$ cat config.mk
export PLATFORM = sky130hd
export DESIGN_NAME = dmem_dump_tx
export DESIGN_NICKNAME = d
export VERILOG_FILES = /design/src/rtl/dmem_dump_tx_pkg.sv /design/src/rtl/dmem_dump_tx_uart_byte_tx.sv /design/src/rtl/dmem_dump_tx.sv
export SDC_FILE = /design/constraint.sdc
export NUM_CORES = 1
export LEC_CHECK = 0
export ABC_AREA = 1
export ABC_CLOCK_PERIOD_IN_PS = 2950
export BUFFER_PORTS_ARGS = -buffer_cell sky130_fd_sc_hd__buf_2
export CAP_MARGIN = 20
export CORE_ASPECT_RATIO = 1.75
export CORE_MARGIN = 10
export CORE_UTILIZATION = 53
export CTS_BUF_LIST = sky130_fd_sc_hd__clkbuf_2
export DETAILED_ROUTE_END_ITERATION = 12
export PLACE_DENSITY_LB_ADDON = 0.05
export SETUP_SLACK_MARGIN = 0.2
export SLEW_MARGIN = 20
export SYNTH_ARGS = -nofsm -noshare
export SYNTH_HDL_FRONTEND = slang
export SYNTH_HIERARCHICAL = 1
export SYNTH_SLANG_ARGS = --single-unit
$ cat constraint.sdc
create_clock -name clk -period 2.95 [get_ports clk]
set_input_delay 0.885 -clock clk [delete_from_list [all_inputs] [get_ports clk]]
set_output_delay 0.885 -clock clk [all_outputs]
set_load 0.01 [all_outputs]
$ cat src/rtl/dmem_dump_tx_pkg.sv
`default_nettype none
// ============================================================================
// Module      : dmem_dump_tx_pkg
// Description : Shared widths, FSM encodings, UART frame constants and a
//               byte-select helper for the data-memory dump transmitter.
// Revision    : 1.0 - initial release
// ============================================================================
package dmem_dump_tx_pkg;

    localparam int DMEM_ADDR_LEN   = 32;
    localparam int DMEM_DATA_LEN   = 32;

    localparam int UART_FRAME_BITS = 10;
    localparam int UART_DATA_BITS  = 8;

    typedef enum logic [2:0] {
        DUMP_IDLE  = 3'd0,
        DUMP_FETCH = 3'd1,
        DUMP_LOAD  = 3'd2,
        DUMP_SEND  = 3'd3,
        DUMP_FIN   = 3'd4
    } dump_state_t;

    // Little-endian byte lane select of a memory word.
    function automatic logic [7:0] word_byte(input logic [DMEM_DATA_LEN-1:0] w,
                                             input logic [1:0] idx);
        logic [7:0] b;
        case (idx)
            2'd0:    b = w[7:0];
            2'd1:    b = w[15:8];
            2'd2:    b = w[23:16];
            default: b = w[31:24];
        endcase
        return b;
    endfunction

endpackage : dmem_dump_tx_pkg
`default_nettype wire

$ cat src/rtl/dmem_dump_tx_uart_byte_tx.sv
`default_nettype none
// ============================================================================
// Module      : uart_byte_tx
// Description : 8N1 byte serialiser with valid/ready input. A new byte can be
//               taken on the last cycle of the current stop bit, so frames
//               can be sent back to back with no idle bits between them.
// Revision    : 1.0 - initial release
// ============================================================================
module uart_byte_tx
    import dmem_dump_tx_pkg::*;
#(
    parameter int BAUD_DIV = 868
) (
    input  logic       clk,
    input  logic       reset,
    input  logic       valid,
    input  logic [7:0] data,
    output logic       ready,
    output logic       frame_end,
    output logic       txd
);

    localparam int              c_bw        = (BAUD_DIV > 1) ? $clog2(BAUD_DIV) : 1;
    localparam logic [c_bw-1:0] c_baud_last = c_bw'(BAUD_DIV - 1);
    localparam logic [3:0]      c_bit_last  = 4'(UART_FRAME_BITS - 1);

    logic            r_active;
    logic [c_bw-1:0] r_baud;
    logic [3:0]      r_bit;
    logic [9:0]      r_shift;
    logic            r_txd;

    logic            w_bit_end;
    logic            w_accept;
    logic [9:0]      w_frame;

    assign w_bit_end = r_active && (r_baud == c_baud_last);
    assign frame_end = w_bit_end && (r_bit == c_bit_last);
    // The final cycle of a stop bit counts as idle for handshake purposes.
    assign ready     = !r_active || frame_end;
    assign w_accept  = valid && ready;
    assign w_frame   = {1'b1, data, 1'b0};
    assign txd       = r_txd;

    // Baud counter, bit counter and frame shifter; txd is driven from a flop.
    always_ff @(posedge clk or posedge reset) begin
        if (reset) begin
            r_active <= 1'b0;
            r_baud   <= '0;
            r_bit    <= 4'd0;
            r_shift  <= '1;
            r_txd    <= 1'b1;
        end else if (w_accept) begin
            r_active <= 1'b1;
            r_baud   <= '0;
            r_bit    <= 4'd0;
            r_txd    <= w_frame[0];
            r_shift  <= {1'b1, w_frame[9:1]};
        end else if (frame_end) begin
            r_active <= 1'b0;
            r_baud   <= '0;
            r_bit    <= 4'd0;
            r_txd    <= 1'b1;
        end else if (w_bit_end) begin
            r_baud   <= '0;
            r_bit    <= r_bit + 4'd1;
            r_txd    <= r_shift[0];
            r_shift  <= {1'b1, r_shift[9:1]};
        end else if (r_active) begin
            r_baud   <= r_baud + c_bw'(1);
        end
    end

endmodule : uart_byte_tx
`default_nettype wire

$ cat src/rtl/dmem_dump_tx.sv
`default_nettype none
// ============================================================================
// Module      : dmem_dump_tx
// Description : Reads DUMP_WORDS words of data memory from a latched base
//               address and transmits every byte, little-endian, as 8N1 UART
//               frames. Optional macro DMEM_DUMP_CHECKSUM_EN appends the
//               32-bit running sum of all words as four extra bytes.
// Revision    : 1.0 - initial release
// ============================================================================
module dmem_dump_tx
    import dmem_dump_tx_pkg::*;
#(
    parameter int ADDR_LEN   = DMEM_ADDR_LEN,
    parameter int DATA_LEN   = DMEM_DATA_LEN,
    parameter int BAUD_DIV   = 868,
    parameter int DUMP_WORDS = 512
) (
    input  logic                clk,
    input  logic                reset,
    input  logic                start,
    input  logic [ADDR_LEN-1:0] base_addr,
    output logic [ADDR_LEN-1:0] mem_addr,
    output logic                mem_re,
    input  logic [DATA_LEN-1:0] mem_rdata,
    output logic                txd,
    output logic                busy,
    output logic                done
);

    localparam int              c_cw       = $clog2(DUMP_WORDS + 1);
    localparam logic [c_cw-1:0] c_cnt_last = c_cw'(DUMP_WORDS);

    dump_state_t         r_state;
    dump_state_t         w_state_next;
    logic [ADDR_LEN-1:0] r_addr;
    logic [c_cw-1:0]     r_cnt;
    logic [DATA_LEN-1:0] r_word;
    logic [1:0]          r_idx;

    logic [c_cw-1:0]     w_cnt_inc;
    logic                w_last_word;
    logic                w_word_done;
    logic                w_tx_valid;
    logic [7:0]          w_tx_data;
    logic                w_tx_ready;
    logic                w_frame_end;
    logic [ADDR_LEN-1:0] w_base_aligned;

`ifdef DMEM_DUMP_CHECKSUM_EN
    logic [DATA_LEN-1:0] r_sum;
    logic                r_csum_phase;
    logic                w_csum_load;
`endif

    assign w_base_aligned = base_addr & {{(ADDR_LEN-2){1'b1}}, 2'b00};
    assign w_cnt_inc      = r_cnt + c_cw'(1);
    assign w_last_word    = (w_cnt_inc == c_cnt_last);

    assign mem_re   = (r_state == DUMP_FETCH);
    assign mem_addr = (r_state == DUMP_FETCH) ? r_addr : '0;
    assign busy     = (r_state != DUMP_IDLE);
    assign done     = (r_state == DUMP_FIN);

    // State register.
    always_ff @(posedge clk or posedge reset) begin
        if (reset) begin
            r_state <= DUMP_IDLE;
        end else begin
            r_state <= w_state_next;
        end
    end

    // Next state and transmitter handshake. Byte 0 goes straight from
    // mem_rdata during LOAD so its start bit appears on the first SEND cycle.
    always_comb begin
        w_state_next = r_state;
        w_tx_valid   = 1'b0;
        w_tx_data    = 8'h00;
        w_word_done  = 1'b0;
`ifdef DMEM_DUMP_CHECKSUM_EN
        w_csum_load  = 1'b0;
`endif
        case (r_state)
            DUMP_IDLE: begin
                if (start) begin
                    w_state_next = DUMP_FETCH;
                end
            end
            DUMP_FETCH: begin
                w_state_next = DUMP_LOAD;
            end
            DUMP_LOAD: begin
                w_tx_valid   = 1'b1;
                w_tx_data    = mem_rdata[7:0];
                w_state_next = DUMP_SEND;
            end
            DUMP_SEND: begin
                if (w_frame_end) begin
                    if (r_idx != 2'd3) begin
                        w_tx_valid = 1'b1;
                        w_tx_data  = word_byte(r_word, r_idx + 2'd1);
                    end else begin
`ifdef DMEM_DUMP_CHECKSUM_EN
                        if (r_csum_phase) begin
                            w_state_next = DUMP_FIN;
                        end else begin
                            w_word_done = 1'b1;
                            if (w_last_word) begin
                                // Sum already includes the last word.
                                w_csum_load = 1'b1;
                                w_tx_valid  = 1'b1;
                                w_tx_data   = r_sum[7:0];
                            end else begin
                                w_state_next = DUMP_FETCH;
                            end
                        end
`else
                        w_word_done  = 1'b1;
                        w_state_next = w_last_word ? DUMP_FIN : DUMP_FETCH;
`endif
                    end
                end
            end
            DUMP_FIN: begin
                w_state_next = DUMP_IDLE;
            end
            default: begin
                w_state_next = DUMP_IDLE;
            end
        endcase
    end

    // Address, word counter, captured word and byte index datapath.
    always_ff @(posedge clk or posedge reset) begin
        if (reset) begin
            r_addr       <= '0;
            r_cnt        <= '0;
            r_word       <= '0;
            r_idx        <= 2'd0;
`ifdef DMEM_DUMP_CHECKSUM_EN
            r_sum        <= '0;
            r_csum_phase <= 1'b0;
`endif
        end else begin
            case (r_state)
                DUMP_IDLE: begin
                    if (start) begin
                        r_addr       <= w_base_aligned;
                        r_cnt        <= '0;
`ifdef DMEM_DUMP_CHECKSUM_EN
                        r_sum        <= '0;
                        r_csum_phase <= 1'b0;
`endif
                    end
                end
                DUMP_LOAD: begin
                    r_word <= mem_rdata;
                    r_idx  <= 2'd0;
`ifdef DMEM_DUMP_CHECKSUM_EN
                    r_sum  <= r_sum + mem_rdata;
`endif
                end
                DUMP_SEND: begin
                    if (w_tx_valid) begin
                        r_idx <= r_idx + 2'd1;
                    end
                    if (w_word_done) begin
                        r_cnt  <= w_cnt_inc;
                        r_addr <= r_addr + ADDR_LEN'(4);
                    end
`ifdef DMEM_DUMP_CHECKSUM_EN
                    if (w_csum_load) begin
                        r_word       <= r_sum;
                        r_csum_phase <= 1'b1;
                    end
`endif
                end
                default: begin
                end
            endcase
        end
    end

    uart_byte_tx #(
        .BAUD_DIV (BAUD_DIV)
    ) u_uart_byte_tx (
        .clk       (clk),
        .reset     (reset),
        .valid     (w_tx_valid),
        .data      (w_tx_data),
        .ready     (w_tx_ready),
        .frame_end (w_frame_end),
        .txd       (txd)
    );

endmodule : dmem_dump_tx
`default_nettype wire
==> flow_summary.ini <==
[logic_synthesis]
yosys.area_share.adder = 0.0226
synth_edf_count = 0
syn_area_per_cell_um2 = 6.83
yosys_top_cell_area_share = 0.378
synth.largest_area_cell = dfrtp_1
netlist_area_um2 = 6080
post_synth_and_or_nand_nor_area_fraction = 0.353
synth_top_cells_by_area = dfrtp_1 38%, nand2_1 19%, inv_1 6.5%, nor2_1 6.1%, nand3_1 5.7%
postSynthRegisterBits = 101
synth_cell_type_count = 37
ys.warnings.count = 6
muxShareOfSynthArea = 0
async_flop_share = 1.00
synth-compound-area-share = 0.0956
postSynthCellCount = 891
main_combinational_cell_family_by_area_after_synthesis = simple AND/OR/NAND/NOR gates
xor_xnor_portion_of_the_synthesized_cell_area = 0.0144
dominantRegCellSynth = dfrtp_1
yosysSeqAreaShare = 0.417

[routing]
route.vias.total = 6082
detailedRoute.firstPassIterationCount = 6
detail_route.wl_per_cell_um = 15.3
detail_route.iter0.violations = 284
via_per_inst = 5.41
detail_route.wirelength_um = 17200
route.detailed.drc = 0
ant_nets = 0

[power]
share_comb_of_total_power = 0.052
largest_voltage_drop_on_the_vdd_net_mv = 0.195
sequentialPowerShare = 0.654
power.share.clock = 0.293
power-per-cell-area_nw_per_um2 = 316
power.switching_mw = 0.603
internal_power_mw = 1.59
p_leak_nw = 3.74
switching_share = 0.275

[cts]
number_of_sinks_on_the_clock_net = 101
htree_levels = 3
cts-buffers-inserted = 9
cts_buffer_depth = 2
cts_hold_buf = 0
cts_root_buffer = clkbuf_2
worstSkewPairLatency_ns = 0.61
worst_setup_hold_path_clk_slew_ns = 0.30
tritoncts_clock_tree = done

[final_layout]
final.fill_count = 1056
most-common-layout-cells = 309 x nand2_1, 103 x inv_1, 98 x buf_2, 93 x nor2_1, 91 x dfrtp_1
flow.area_growth_from_synthesis_pct = 14.1
ff_latch_area_um2 = 2540
total_area_of_multi_input_combinational_cells_um2 = 3030
design.final.nets = 1064
drive_gt1_frac = 0.175
layout_commonest_cell = nand2_1
final_core_occ = 0.622

[status]
outcome = finished, final reports clean

[setup_path]
critical_path_class = flip-flop to output pin
maximum_fanout_along_the_worst_path = 15
critical_path_cell_sequence = nor3_4, inv_2, clkbuf_16, nor2_2, buf_2
cp-end-kind = output pin
timing.critical_path.buf_inv = 3
critical-path-max-stage-delay_ns = 0.50
crit_arrival_ns = 1.85
critPathLaunchType = flip-flop
critical_path.top_delay_family = flip-flops
slowest_stage = dfrtp_1
crit_required_ns = 2.07

[die]
die_area_um2 = 16300
die-width_um = 101
dieHeight_um = 162
rows = 51
placeableCoreArea_um2 = 11200
initial_utilization = 0.545
ioPinCount = 103

[hold_path]
worst_min_path_class = primary input to async pin

[global_routing]
grt_pass1_vias = 6113
grt_max_degree = 52
antenna_violations_before_repair = 1
grt_overflow = 0
grt_pass1_wl_um = 28300
grt_usage = 0.208

[placement]
final_weighted_congestion_in_routability_driven_placement = 0.920
dpl.hpwl_um = 12700
portBuffers = 98

[timing]
fin_crit_ns = 2.73
accumulated_negative_setup_slack_ns = 0
fin_worst_skew_ns = 0.0243
maxClockFrequency_mhz = 366
max_slew.worst_pin.slew_ns = 0.969
final.period_utilization = 0.927
hold_viol_final = 0
rsz_0062_raised_after_global_routing = yes
timing.final.setup_violations = 0
worst_slew_margin_rel = 0.350
timing.final.max_slew_violations = 0

[job]
drv.max_cap_violation_count = 0
-- metrics by stage --
| stage | total power, mW | worst slack [ns] | instances | area (µm²) | hold WS [ns] |
|---|---|---|---|---|---|
| after CTS | 2.21 | 0.191 | 1121 | 6850 | 0.301 |
| after global routing | 2.28 | 0.178 | 1124 | 6940 | 0.319 |
| after detailed placement | 1.58 | 0.363 | 1102 | 6720 | 0.456 |
| after floorplan | 1.51 | 0.521 | 892 | 6090 | 0.437 |
| final | 2.20 | 0.216 | 1124 | 6940 | 0.311 |
| after global placement | 1.57 | 0.402 | 1102 | 6720 | 0.452 |
-- registers in the layout (all words and copies together), names as in the netlist --
signal / flops
r_idx: 2
u_uart_byte_tx/r_shift: 8
r_addr: 30
r_state: 3
u_uart_byte_tx/txd: 1
u_uart_byte_tx/r_active: 1
r_cnt: 10
u_uart_byte_tx/r_bit: 4
u_uart_byte_tx/r_baud: 10
r_word: 32
-- synthesized netlist by cell type (2+ instances only) --
cell and number:
xor2_1 9, nor3_1 16, a21oi_1 21, o21ai_1 6
clkbuf_1 18, dfstp_2 9, nand4_1 11, inv_1 106
nand2_4 3, nand3_1 69, o211ai_1 6, nor2_2 4
ha_1 11, nor2_1 99, buf_1 2, inv_2 6
dfrtp_1 92, o22ai_1 14, buf_2 4, o21ai_0 52
a22oi_1 3, buf_6 2, nor3_4 2, buf_4 5
nand2_1 309
-- power by group through the flow --
stage          clock (mW)  sequential (mW)  combinational [mW]
2_1_floorplan           0             1.45              0.0554
3_3_place_gp            0             1.46               0.114
3_5_place_dp            0             1.46               0.117
4_1_cts             0.660             1.44               0.118
5_1_grt             0.707             1.44               0.134
6_report            0.644             1.44               0.115
-- what timing repair did --
item | in CTS | in global routing
resized for setup | 3 | 17
setup endpoints to repair | 30 | 54
buffers inserted | 3 | 1
gates cloned | 0 | 1
-- layer usage --
metal / track usage / routed length, µm
met3: 0.0353 / 797
met5: 0 / 0
met4: 0.0852 / 537
met2: 0.373 / 9170
met1: 0.233 / 6680
-- final timing paths --
check                                                from                        end  slack (ns)  depth (start not counted)
worst max-delay path                           r_state[1]               mem_addr[10]        0.22                          5
worst min-delay path                                reset                 r_word[28]        0.31                          2
worst max register to register    u_uart_byte_tx/r_bit[1]                 r_addr[29]        0.45                         15
worst min register to register  u_uart_byte_tx/r_shift[1]  u_uart_byte_tx/r_shift[1]        0.49                          2
max in group asynchronous                           reset    u_uart_byte_tx/r_active        1.97                          2
min in group clk                            mem_rdata[10]                 r_word[10]        0.44                          3
-- logic make-up after synthesis --
logic type	count (synthesis)
buffers and inverters	145
xor gates and xnor gates	10
AOI/OAI and AO/OA	106
adders and majority gates	11
other	1
and+or+nand+nor	517
DFF	101
-- area by class of cell --
cell class,count,share of cell area
Clock inverter,7,0.00793
Antenna cell,1,0.000361
Tap cell,132,0.0238
Multi-Input combinational cell,646,0.437
Inverter,114,0.0629
Timing Repair Buffer,114,0.0959
Sequential cell,101,0.366
Clock buffer,9,0.00649
Power figures use the tool's default switching activity.
